--- src/rtl/ram_dumper.sv ---
// rtl/ram_dumper.sv - streams a RAM window byte-by-byte to a UART transmitter.
// Optional trailing 8-bit checksum byte when DUMP_CHECKSUM_EN is defined.
module ram_dumper #(
   parameter int ADDR_W = 16
) (
   input  logic              clk,
   input  logic              rst,
   input  logic              start,
   input  logic [ADDR_W-1:0] base_addr,
   input  logic [15:0]       length,
   output logic [ADDR_W-1:0] ram_addr,
   input  logic [7:0]        ram_data,
   output logic [7:0]        tx_data,
   output logic              transmit,
   input  logic              tx_done,
   output logic              busy,
   output logic              done
);

   typedef enum logic [2:0] {
      S_IDLE   = 3'd0,
      S_FETCH  = 3'd1,
      S_LATCH  = 3'd2,
      S_SEND   = 3'd3,
      S_WAIT   = 3'd4,
`ifdef DUMP_CHECKSUM_EN
      S_CSUM   = 3'd5,
`endif
      S_FINISH = 3'd6
   } state_t;

   state_t            r_state;
   state_t            w_next;
   logic [ADDR_W-1:0] r_addr;
   logic [7:0]        r_tx_data;
   logic [15:0]       r_remaining;
   logic              r_done;
`ifdef DUMP_CHECKSUM_EN
   logic [7:0]        r_csum;
   // Set once the data bytes are exhausted: LATCH/SEND/WAIT then carry the checksum byte.
   logic              r_csum_phase;
`endif

   always_ff @(posedge clk or posedge rst) begin
      if (rst) begin
         r_state <= S_IDLE;
      end else begin
         r_state <= w_next;
      end
   end

   always_comb begin
      w_next = r_state;
      case (r_state)
         S_IDLE: begin
            if (start) begin
               w_next = (length != 16'd0) ? S_FETCH : S_FINISH;
            end
         end
         S_FETCH: w_next = S_LATCH;
         S_LATCH: w_next = S_SEND;
         S_SEND:  w_next = S_WAIT;
         S_WAIT: begin
            if (tx_done) begin
`ifdef DUMP_CHECKSUM_EN
               if (r_csum_phase) begin
                  w_next = S_FINISH;
               end else if (r_remaining != 16'd1) begin
                  w_next = S_FETCH;
               end else begin
                  w_next = S_CSUM;
               end
`else
               w_next = (r_remaining != 16'd1) ? S_FETCH : S_FINISH;
`endif
            end
         end
`ifdef DUMP_CHECKSUM_EN
         // CSUM occupies the FETCH slot so the checksum byte keeps the same latency.
         S_CSUM:  w_next = S_LATCH;
`endif
         S_FINISH: w_next = S_IDLE;
         default:  w_next = S_IDLE;
      endcase
   end

   always_comb begin
      transmit = (r_state == S_SEND);
      busy     = (r_state != S_IDLE);
      done     = r_done;
      ram_addr = r_addr;
      tx_data  = r_tx_data;
   end

   always_ff @(posedge clk or posedge rst) begin
      if (rst) begin
         r_addr      <= '0;
         r_tx_data   <= 8'h00;
         r_remaining <= 16'd0;
         r_done      <= 1'b0;
`ifdef DUMP_CHECKSUM_EN
         r_csum       <= 8'h00;
         r_csum_phase <= 1'b0;
`endif
      end else begin
         r_done <= (r_state == S_FINISH);
         case (r_state)
            S_IDLE: begin
               if (start && length != 16'd0) begin
                  r_addr      <= base_addr;
                  r_remaining <= length;
`ifdef DUMP_CHECKSUM_EN
                  r_csum       <= 8'h00;
                  r_csum_phase <= 1'b0;
`endif
               end
            end
            S_LATCH: begin
`ifdef DUMP_CHECKSUM_EN
               if (r_csum_phase) begin
                  r_tx_data <= r_csum;
               end else begin
                  r_tx_data <= ram_data;
                  r_csum    <= r_csum + ram_data;
               end
`else
               r_tx_data <= ram_data;
`endif
            end
            S_WAIT: begin
`ifdef DUMP_CHECKSUM_EN
               if (tx_done && !r_csum_phase) begin
`else
               if (tx_done) begin
`endif
                  r_remaining <= r_remaining - 16'd1;
                  r_addr      <= r_addr + ADDR_W'(1);
               end
            end
`ifdef DUMP_CHECKSUM_EN
            S_CSUM: r_csum_phase <= 1'b1;
`endif
            default: ;
         endcase
      end
   end

endmodule

--- config.mk ---
export PLATFORM = sky130hd
export DESIGN_NAME = ram_dumper
export DESIGN_NICKNAME = d
export VERILOG_FILES = /design/src/rtl/ram_dumper.sv
export SDC_FILE = /design/constraint.sdc
export NUM_CORES = 1
export LEC_CHECK = 0
export BUFFER_PORTS_ARGS = -buffer_cell sky130_fd_sc_hd__buf_4
export CAP_MARGIN = 20
export CORE_ASPECT_RATIO = 0.7
export CORE_UTILIZATION = 55
export CTS_BUF_LIST = sky130_fd_sc_hd__clkbuf_8
export DETAILED_ROUTE_END_ITERATION = 10
export HOLD_SLACK_MARGIN = 0.12
export PLACE_DENSITY = 0.81
export SLEW_MARGIN = 0
export SYNTH_ARGS = -nofsm -noshare
export SYNTH_HDL_FRONTEND = slang
export SYNTH_SLANG_ARGS = --single-unit
--- constraint.sdc ---
create_clock -name clk -period 5.51 [get_ports clk]
set_input_delay 1.102 -clock clk [delete_from_list [all_inputs] [get_ports clk]]
set_output_delay 1.102 -clock clk [all_outputs]
set_load 0.02 [all_outputs]
==> impl_metrics.py <==
metrics = {
    "run_status": {
        "status": "finished, violations left",
        "failed_checks": "design-rule violations",
    },
    "logic_synthesis": {
        "netlist_area_sq_mm": 0.00259,
        "synth_seq_cells": 44,
        "synth_edf_count": 0,
        "syn_area_per_cell_sq_um": 8.83,
        "yosysWarnings": 0,
        "netlist_instances": 293,
        "synthArstFlopShare_pct": 100,
        "synth_nets": 340,
        "ys_types": 50,
        "ys_seq_area_share_pct": 42.6,
        "ys.flop_type": "dfrtp_1",
    },
    "final_layout": {
        "diodes": 0,
        "fillCellCount": 368,
        "syn_to_final_growth_pct": 24.8,
        "multi_input_area_sq_mm": 0.00138,
        "final_nets": 404,
        "layout_commonest_cell": "buf_4",
        "ff_latch_area_sq_mm": 0.00110,
        "drive_gt1_share_pct": 27.9,
        "final_cell_mix": "buf_4, dfrtp_1, o21ai_0, nor2_1, a21oi_1",
    },
    "setup_path": {
        "endpoint_kind": "output port",
        "crit_path_start_kind": "register",
        "path_cells": "nor3_2 -> inv_1 -> buf_4",
        "critPathSlowestCell": "dfrtp_1",
        "cp.arrival_ns": 1.53,
        "critPathRequiredTime_ns": 4.41,
        "cp_max_fo": 10,
        "criticalPathCategory": "reg2out",
        "worst_path_largest_cell_delay_ns": 0.50,
    },
    "detailed_routing": {
        "totalWireLength_um": 7410,
        "drt_iter0_drc": 240,
        "post_drt_wl_per_cell_um": 17.9,
        "dr.pass1.iters": 7,
        "post-route-drc-count": 6,
        "via_per_inst": 6.38,
        "vias": 2634,
        "ant_nets": 0,
    },
    "clocking": {
        "clk_latency_ns": 0.32,
        "cts_buffer_depth": 2,
        "root_buffer": "clkbuf_8",
        "cts.sinks": 44,
        "cts_resized": 0,
        "post_cts_buffers": 0,
        "htree_num_levels": 2,
        "clkTransAtPathRegs_ns": 0.09,
        "cts_tree": "built",
        "cts_buffers": 5,
        "ctsHoldBuffers": 0,
    },
    "floorplan": {
        "core-area_sq_mm": 0.00443,
        "die-height_um": 59.4,
        "rows": 20,
        "start_util_pct": 58.4,
        "io_pins": 71,
        "die_area_sq_mm": 0.00499,
        "die_w_um": 84.0,
    },
    "sta": {
        "period_share_pct": 47.8,
        "worstMarginPinSlew_ns": 0.808,
        "hold_viol_final": 0,
        "max_freq_mhz": 380,
        "fin_worst_skew_ns": 0.0112,
        "final-setup-viol-count": 0,
        "fin_crit_ns": 2.63,
        "timing.setup.tns_ns": 0,
        "slew_viol_final": 0,
        "slew_headroom_pct": 45.9,
        "rsz0062_at_grt": "no",
    },
    "worst_hold_path": {
        "hold_path.class": "reg2reg",
    },
    "pwr": {
        "clockPowerShare_pct": 12.2,
        "powerDensity_mw_per_mm2": 548,
        "seq_power_share_pct": 38.1,
        "switching_share_pct": 45.7,
        "internal-power_uw": 962,
        "total_power_mw": 1.77,
        "p_sw_uw": 809,
        "ir_drop_v": 0.000275,
        "combPwrFrac_pct": 49.7,
        "leakagePower_nw": 1.36,
    },
    "placed_design": {
        "place_hpwl_um": 5110,
        "port_buffers": 70,
        "gp_congestion": 0.861,
    },
    "global_routing": {
        "grt-ovfl-total": 0,
        "antenna_found_initial": 0,
        "grt_max_degree": 45,
        "grt_pass1_vias": 2318,
        "grt_pass1_wl_um": 11800,
        "track_usage_pct": 31.4,
    },
    "job": {
        "maxCapViolCount": 0,
    },
}
==> synthesized netlist by cell type, types with 2 or more instances <==
library cell  number  area [sq um]
a21oi_1           27           135
a22oi_1            5          37.5
a2bb2oi_1          3          26.3
a311oi_1           2          17.5
a31oi_1            6          37.5
a32o_1             2          20.0
a41oi_1            3          26.3
and2_1             3          18.8
buf_2             10          50.1
clkbuf_1           6          22.5
dfrtp_1           44          1100
ha_1               3          37.5
inv_1              8          30.0
mux2_2             9           101
nand2_1           21          78.8
nand2b_1           3          18.8
nand3_1           13          65.1
nand4_1            7          43.8
nand4b_1           2          17.5
nor2_1            28           105
nor2b_1            2          12.5
nor3_1            12          60.1
nor3_2             2          20.0
nor3b_1            4          30.0
nor4_1             7          43.8
o211ai_1           2          15.0
o21ai_0           29           145
o22a_1             2          17.5
o22ai_1            6          37.5
o32a_1             2          20.0
==> worst paths after layout <==
check                                      startpoint                           to  slack [ns]  cells past startpoint
hold reg to reg                tx_data[3]$_DFFE_PP0N_       tx_data[3]$_DFFE_PP0N_        0.52                      1
max in group asynchronous                         rst      ram_addr[4]$_DFFE_PP0P_        4.20                      3
min in group asynchronous                         rst       tx_data[4]$_DFFE_PP0N_        0.92                      3
hold / removal                 tx_data[3]$_DFFE_PP0N_       tx_data[3]$_DFFE_PP0N_        0.52                      1
setup reg to reg           r_remaining[0]$_DFFE_PP0P_  r_remaining[10]$_DFFE_PP0P_        3.09                      7
setup / recovery               r_state[2]$_DFFE_PP0P_                         busy        2.88                      3
==> per-stage QoR <==
step                setup WS [ns]  cell area [sq um]  std cells  hold slack, ns  util, %
floorplan                    3.13               2590        293           0.491        -
global placement             2.66               3120        404           0.494     70.5
detailed placement           2.63               3120        404           0.501     70.5
CTS                          2.88               3210        412           0.521     72.6
global route                 2.77               3230        413           0.527     72.9
finish                       2.88               3230        413           0.519     72.9
==> flip-flops by register name, summed over array words and instances, names as in the netlist <==
signal	flops
r_state	3
tx_data	8
r_remaining	16
ram_addr	16
done	1
==> layer usage <==
layer  routed length (um)  part of all wire [%]  GRT usage [%]
met5                    0                     0              0
met4                  106                   1.4           9.36
met3                  715                   9.6           8.77
met2                 3250                    44           45.3
met1                 3340                    45           46.2
==> power groups by stage <==
stage / clock network, mW / logic [mW] / registers [mW]
after floorplan: 0 / 0.503 / 0.715
after global placement: 0 / 0.836 / 0.663
after detailed placement: 0 / 0.857 / 0.670
after CTS: 0.214 / 0.862 / 0.666
after global routing: 0.231 / 0.954 / 0.699
final: 0.215 / 0.880 / 0.676
==> cells by family after synthesis <==
kind of cell | synth area share (%)
multiplexers | 3.92
AO/OA/AOI/OAI | 24.0
AND/OR/NAND/NOR | 23.8
adder cells (fa/ha/maj) | 1.45
buffers and inverters | 4.26
flip-flops | 42.6
==> critical path, delay by kind of cell, from the launching register on <==
family | cells | cell delay [ns]
buffers and inverters | 2 | 0.25
DFF | 1 | 0.50
and+or+nand+nor | 1 | 0.47
==> final cells by class <==
cell class,count,share of cell area (%)
multi-input cells,224,42.6
inverters,8,0.930
clock buffers,6,2.56
repair buffers,74,17.4
well taps,55,2.13
flip-flops and latches,44,34.1
clock inverters,2,0.232
Power figures use the tool's default switching activity.
